### config.mk
export PLATFORM = sky130hd
export DESIGN_NAME = lcd_driver
export DESIGN_NICKNAME = d
export VERILOG_FILES = /design/src/rtl/lcd_driver.sv
export SDC_FILE = /design/constraint.sdc
export NUM_CORES = 1
export LEC_CHECK = 0
export CORE_MARGIN = 2
export CORE_UTILIZATION = 54
export DETAILED_ROUTE_END_ITERATION = 7
export HOLD_SLACK_MARGIN = 0.05
export PLACE_DENSITY = 0.74
export SYNTH_ARGS = -nofsm -noshare
export SYNTH_HDL_FRONTEND = slang
export SYNTH_SLANG_ARGS = --single-unit
### constraint.sdc
create_clock -name clk_i -period 3.3 [get_ports clk_i]
set_input_delay 0.66 -clock clk_i [delete_from_list [all_inputs] [get_ports clk_i]]
set_output_delay 0.66 -clock clk_i [all_outputs]
set_load 0.02 [all_outputs]
### src/rtl/lcd_driver.sv
`default_nettype none
// +--------------------------------------------------------------------------+
// | Module   : lcd_driver                                                    |
// | Purpose  : Write-only HD44780 character LCD driver (8-bit bus). After a  |
// |            power-on wait it sends the init commands 0x38, 0x0C, 0x01 and |
// |            0x06, then accepts single-byte command/data writes. Each      |
// |            write is a SETUP -> ENABLE -> HOLD -> EXEC sequence.          |
// | Ports    : clk_i        - clock, rising edge                             |
// |            rst_i        - synchronous active-high reset                  |
// |            req_valid_i  - write request valid                            |
// |            req_rs_i     - 0 = command, 1 = character data                |
// |            req_data_i   - byte to write                                  |
// |            ready_o      - request accepted when high with req_valid_i    |
// |            init_done_o  - power-on init sequence complete                |
// |            lcd_on_o     - panel power / backlight enable                 |
// |            lcd_en_o     - EN strobe                                      |
// |            lcd_rs_o     - RS                                             |
// |            lcd_rw_o     - RW, tied low                                   |
// |            lcd_data_o   - DB7..DB0                                       |
// | Revision : 1.0 - initial release                                         |
// +--------------------------------------------------------------------------+
module lcd_driver #(
  parameter int unsigned T_PWR   = 750000,
  parameter int unsigned T_SETUP = 2,
  parameter int unsigned T_EN    = 12,
  parameter int unsigned T_HOLD  = 2,
  parameter int unsigned T_EXEC  = 2000,
  parameter int unsigned T_CLEAR = 82000
) (
  input  logic       clk_i,
  input  logic       rst_i,
  input  logic       req_valid_i,
  input  logic       req_rs_i,
  input  logic [7:0] req_data_i,
  output logic       ready_o,
  output logic       init_done_o,
  output logic       lcd_on_o,
  output logic       lcd_en_o,
  output logic       lcd_rs_o,
  output logic       lcd_rw_o,
  output logic [7:0] lcd_data_o
);

  // Terminal counts: a state lasting N cycles counts 0 .. N-1.
  localparam logic [19:0] PWR_LAST   = 20'(T_PWR - 1);
  localparam logic [19:0] SETUP_LAST = 20'(T_SETUP - 1);
  localparam logic [19:0] EN_LAST    = 20'(T_EN - 1);
  localparam logic [19:0] HOLD_LAST  = 20'(T_HOLD - 1);
  localparam logic [19:0] EXEC_LAST  = 20'(T_EXEC - 1);
  localparam logic [19:0] CLEAR_LAST = 20'(T_CLEAR - 1);

  typedef enum logic [2:0] {
    PWR_WAIT = 3'd0,
    SETUP    = 3'd1,
    ENABLE   = 3'd2,
    HOLD     = 3'd3,
    EXEC     = 3'd4,
    IDLE     = 3'd5
  } state_t;

  state_t      state_q, state_d;
  logic [19:0] cnt_q, cnt_d;
  logic [1:0]  idx_q, idx_d;        // init command currently being sent
  logic        init_done_q, init_done_d;
  logic        ready_q, ready_d;
  logic        en_q, en_d;
  logic        rs_q, rs_d;
  logic [7:0]  data_q, data_d;
  logic        on_q, on_d;

  logic [19:0] last_w;
  logic        is_clear_w;

  function automatic logic [7:0] init_cmd(input logic [1:0] i);
    case (i)
      2'd0:    init_cmd = 8'h38;  // 8-bit bus, 2 lines, 5x8 font
      2'd1:    init_cmd = 8'h0C;  // display on, cursor off
      2'd2:    init_cmd = 8'h01;  // clear display
      default: init_cmd = 8'h06;  // entry mode: increment, no shift
    endcase
  endfunction

  // Clear (0x01) and return-home (0x02/0x03) need the long execution wait.
  // The decision uses the byte already on the pins, which stays put through
  // EXEC, so the init clear gets the long wait too.
  always_comb begin
    is_clear_w = !rs_q && (data_q == 8'h01 || data_q == 8'h02 || data_q == 8'h03);
    case (state_q)
      PWR_WAIT: last_w = PWR_LAST;
      SETUP:    last_w = SETUP_LAST;
      ENABLE:   last_w = EN_LAST;
      HOLD:     last_w = HOLD_LAST;
      EXEC:     last_w = is_clear_w ? CLEAR_LAST : EXEC_LAST;
      default:  last_w = '0;
    endcase
  end

  always_comb begin
    state_d     = state_q;
    cnt_d       = cnt_q;
    idx_d       = idx_q;
    init_done_d = init_done_q;
    rs_d        = rs_q;
    data_d      = data_q;
    on_d        = 1'b1;

    if (state_q == IDLE) begin
      cnt_d = '0;
      if (req_valid_i && ready_q) begin
        state_d = SETUP;
        rs_d    = req_rs_i;
        data_d  = req_data_i;
      end
    end else if (cnt_q == last_w) begin
      cnt_d = '0;
      case (state_q)
        PWR_WAIT: begin
          state_d = SETUP;
          idx_d   = 2'd0;
          rs_d    = 1'b0;
          data_d  = init_cmd(2'd0);
        end
        SETUP:  state_d = ENABLE;
        ENABLE: state_d = HOLD;
        HOLD:   state_d = EXEC;
        EXEC: begin
          if (init_done_q) begin
            state_d = IDLE;
          end else if (idx_q == 2'd3) begin
            state_d     = IDLE;
            init_done_d = 1'b1;
          end else begin
            state_d = SETUP;
            idx_d   = idx_q + 2'd1;
            rs_d    = 1'b0;
            data_d  = init_cmd(idx_q + 2'd1);
          end
        end
        default: state_d = PWR_WAIT;
      endcase
    end else begin
      cnt_d = cnt_q + 20'd1;
    end

    // Outputs are registered from the next state so they line up exactly
    // with the state they belong to.
    en_d    = (state_d == ENABLE);
    ready_d = (state_d == IDLE);
  end

  always_ff @(posedge clk_i) begin
    if (rst_i) begin
      state_q     <= PWR_WAIT;
      cnt_q       <= '0;
      idx_q       <= '0;
      init_done_q <= 1'b0;
      ready_q     <= 1'b0;
      en_q        <= 1'b0;
      rs_q        <= 1'b0;
      data_q      <= '0;
      on_q        <= 1'b0;
    end else begin
      state_q     <= state_d;
      cnt_q       <= cnt_d;
      idx_q       <= idx_d;
      init_done_q <= init_done_d;
      ready_q     <= ready_d;
      en_q        <= en_d;
      rs_q        <= rs_d;
      data_q      <= data_d;
      on_q        <= on_d;
    end
  end

  assign ready_o     = ready_q;
  assign init_done_o = init_done_q;
  assign lcd_on_o    = on_q;
  assign lcd_en_o    = en_q;
  assign lcd_rs_o    = rs_q;
  assign lcd_rw_o    = 1'b0;
  assign lcd_data_o  = data_q;

endmodule
`default_nettype wire

==> metrics.txt <==
Arr. time, crit path=2.97 ns; crit-path max FO=9; Post-synth EDFFs=0; pwr/cell area=408 mW/mm^2; post-DP HPWL=3030 um; GPL Wtd Cong=between 0.8 and 0.9; crit path time final=2.79 ns; DRC viols=0; met2 routed WL=around 1900 um; CTS tree=done; Post-Syn Area=approximately 0.0020 sq mm; antenna violations before repair=0; Largest delay share family, worst path=simple AND/OR/NAND/NOR gates; first-pass iteration count of the detailed router=4; vias in the first global route=about 1600; CP peak stage delay=approximately 0.54 ns; Pleak=0.855 nW; VDD IR max=0.262 mV; number of core rows=22; Final Slew Violations=0; CTS root buffer=clkbuf_8; Min Hold Slack=0.497 ns; crit path from=lcd_data_o[4]; RSZ-0062 raised after global routing=no; outcome=finished clean; crit-path cells=or4_4 -> or3_4 -> or3_4 -> a31oi_4 -> and4_1 -> o21ai_0 -> o311a_1; routed via count=1716; YS warnings=0; Cell variety after synth=48; WL met3=162 um; Initial DRC Count=97; final core occ=around two thirds; Avg Vias per Cell=5.52; HP Class=register to register; Async S/R FF share, synth=0%; FMAX=358 MHz; RR Endpoint=lcd_data_o[4]; cts bufs inserted=5; dpl cell area=0.00227 sq mm; CP Capture Type=register; wire length on met1=2200 um; share of layout cells above drive strength 1=around 8.7%; port bufs=24; Worst Hold Depth=2; CP Class=register to register; min-delay src=lcd_data_o[7]; post-place setup slack=0.533 ns; Clock Tree Buf Depth=2; total of fill cells in the finished design=313; Mean Syn Cell Area=8.37 sq um; die height=64.6 um; Hold Path Sink=lcd_data_o[7]; final hold violation count=0; pin count of the biggest net entering global routing=20; worst clock skew=0.00368 ns; post-synthesis instance total=237; first-pass GRT wire length=7320 um; Layout Cell Area excl Fill=0.00242 sq mm; area of the multi-input gates=0.00116 sq mm; quantity of gates resized following cts=0; Nets=279; max-cap violations=0; final setup TNS=0 ns; GRT overflow=0; Crit-path slowest cell=or4_4; Die Wd=64.6 um; CTS H-Tree Depth=2; worst rel slew slack=54.5%; clk sinks=38; clk_lat worst skew=0.29 ns; remaining antenna violation count=0; reg-to-reg startpoint=lcd_data_o[4]; WL per Instance=13.7 um; Area Growth Syn to Fin=21.8%; Die Area=0.00417 sq mm; Synth Register Bits=38; Syn Nets=254; Tcrit/Tclk final=between 80% and 90%; I/O pin total=26; Final Setup Violations=0; cts hold-fix bufs=0; total track usage=22.7%; Most used DFF post-synth=dfxtp_1; Critical Path RT=3.48 ns; CP Buf/Inv Count=0; CORE AREA=between 0.003 and 0.004 sq mm; crit start category=register; Max Used Layer=met4; sequential cell area=761 sq um; sequential cell area fraction in the yosys report=38.4%; n_diodes=0; Post-CTS Setup Inserts=0; setup slack, reg-to-reg=0.51 ns; clock slew at reported path FFs=0.07 ns; Routed WL=approximately 4300 um; initial core utilization=55.0%; Worst path most repeated cell=or3_4; R2R depth=7; Worst Setup Slack, final=a little over 0.5 ns; measured slew at the worst slew-check pin=around 0.68 ns
[where the power goes]
group / leakage, nW / internal [mW] / switching [mW]
Combinational: 0.477 / 0.0188 / 0.0143
Sequential: 0.307 / 0.462 / 0.00479
Clock: 0.0714 / 0.322 / 0.164
Total: 0.855 / 0.803 / 0.183
[worst register-to-register path: stages, from the launching register on]
cell,delay [ns]
dfxtp_1,0.33
or4_4,0.54
or3_4,0.43
or3_4,0.39
a31oi_4,0.29
and4_1,0.42
o21ai_0,0.14
o311a_1,0.16
[state kept, by name, summed over array words and instances (netlist names)]
signal and cells:
state_q 3, lcd_on_o 1, idx_q 2, lcd_en_o 1, init_done_o 1, lcd_data_o 8
ready_o 1, lcd_rs_o 1, cnt_q 20
[placed cells by master (no fill, tap or decap), types with 2 or more instances in the layout]
cell,n
dfxtp_1,38
mux2i_1,5
o311a_1,2
nor2_1,32
clkdlybuf4s50_1,24
nand4_1,5
or4_1,2
and3_1,4
nor3_1,10
or2_2,2
xnor2_1,6
nor4_1,2
or3_1,3
nand2_1,20
nand3_1,15
and4_1,3
xor2_1,13
o21ai_0,7
ha_1,5
or3_4,2
clkbuf_8,6
a21oi_1,16
inv_1,5
buf_4,5
a31oi_1,5
nor2b_1,2
o21a_1,2
bufinv_16,2
[area by class of cell]
type	count	share of cell area (%)
Multi-Input combinational cell	183	47.9
Sequential cell	38	31.5
Timing Repair Buffer	29	11.5
Clock buffer	6	3.42
Clock inverter	2	2.49
Tap cell	48	2.49
Inverter	5	0.777
[synth_stat cells, types with 6 or more instances]
cell	instances	area, sq um
nor2_1	32	120
nand2_1	20	75.1
xor2_1	13	114
xnor2_1	6	52.6
nor3_1	10	50.1
dfxtp_1	38	761
clkbuf_1	7	26.3
a21oi_1	16	80.1
o21ai_0	7	35.0
nand3_1	15	75.1
[per-stage QoR]
stage / total power [mW] / instances
after floorplan: 0.492 / 237
after global placement: 0.511 / 303
after detailed placement: 0.511 / 303
after CTS: 0.992 / 311
after global routing: 1.02 / 311
final: 0.986 / 311
[worst max path at each step]
| stage | endpoint | slack (ns) | depth (start not counted) |
|---|---|---|---|
| after floorplan | cnt_q[10] | 0.56 | 8 |
| after global placement | lcd_data_o[4] | 0.59 | 8 |
| after detailed placement | lcd_data_o[4] | 0.53 | 7 |
| after CTS | lcd_data_o[4] | 0.51 | 7 |
| after global routing | lcd_data_o[2] | 0.28 | 8 |
| final | lcd_data_o[4] | 0.51 | 7 |
[kinds of logic (layout without fill, tap and decap cells)]
| logic type | count (synthesis) | in the layout | share of synthesized area (%) |
|---|---|---|---|
| simple gates | 110 | 110 | 29.7 |
| compound gates | 43 | 43 | 14.4 |
| flops | 38 | 38 | 38.4 |
| xor+xnor | 19 | 19 | 8.39 |
| buf+inv | 16 | 42 | 3.34 |
| fa+ha+maj | 5 | 5 | 3.15 |
| mux | 5 | 5 | 2.52 |
| other cells | 1 | 1 | 0.189 |
[layer usage]
metal  vias up  global-route usage [%]
met5         -                       0
met2        35                    33.5
met3         5                    6.08
li1        891                       -
met1       785                    31.6
met4         0                    9.04
No activity file was read; power rests on OpenSTA's default activity.
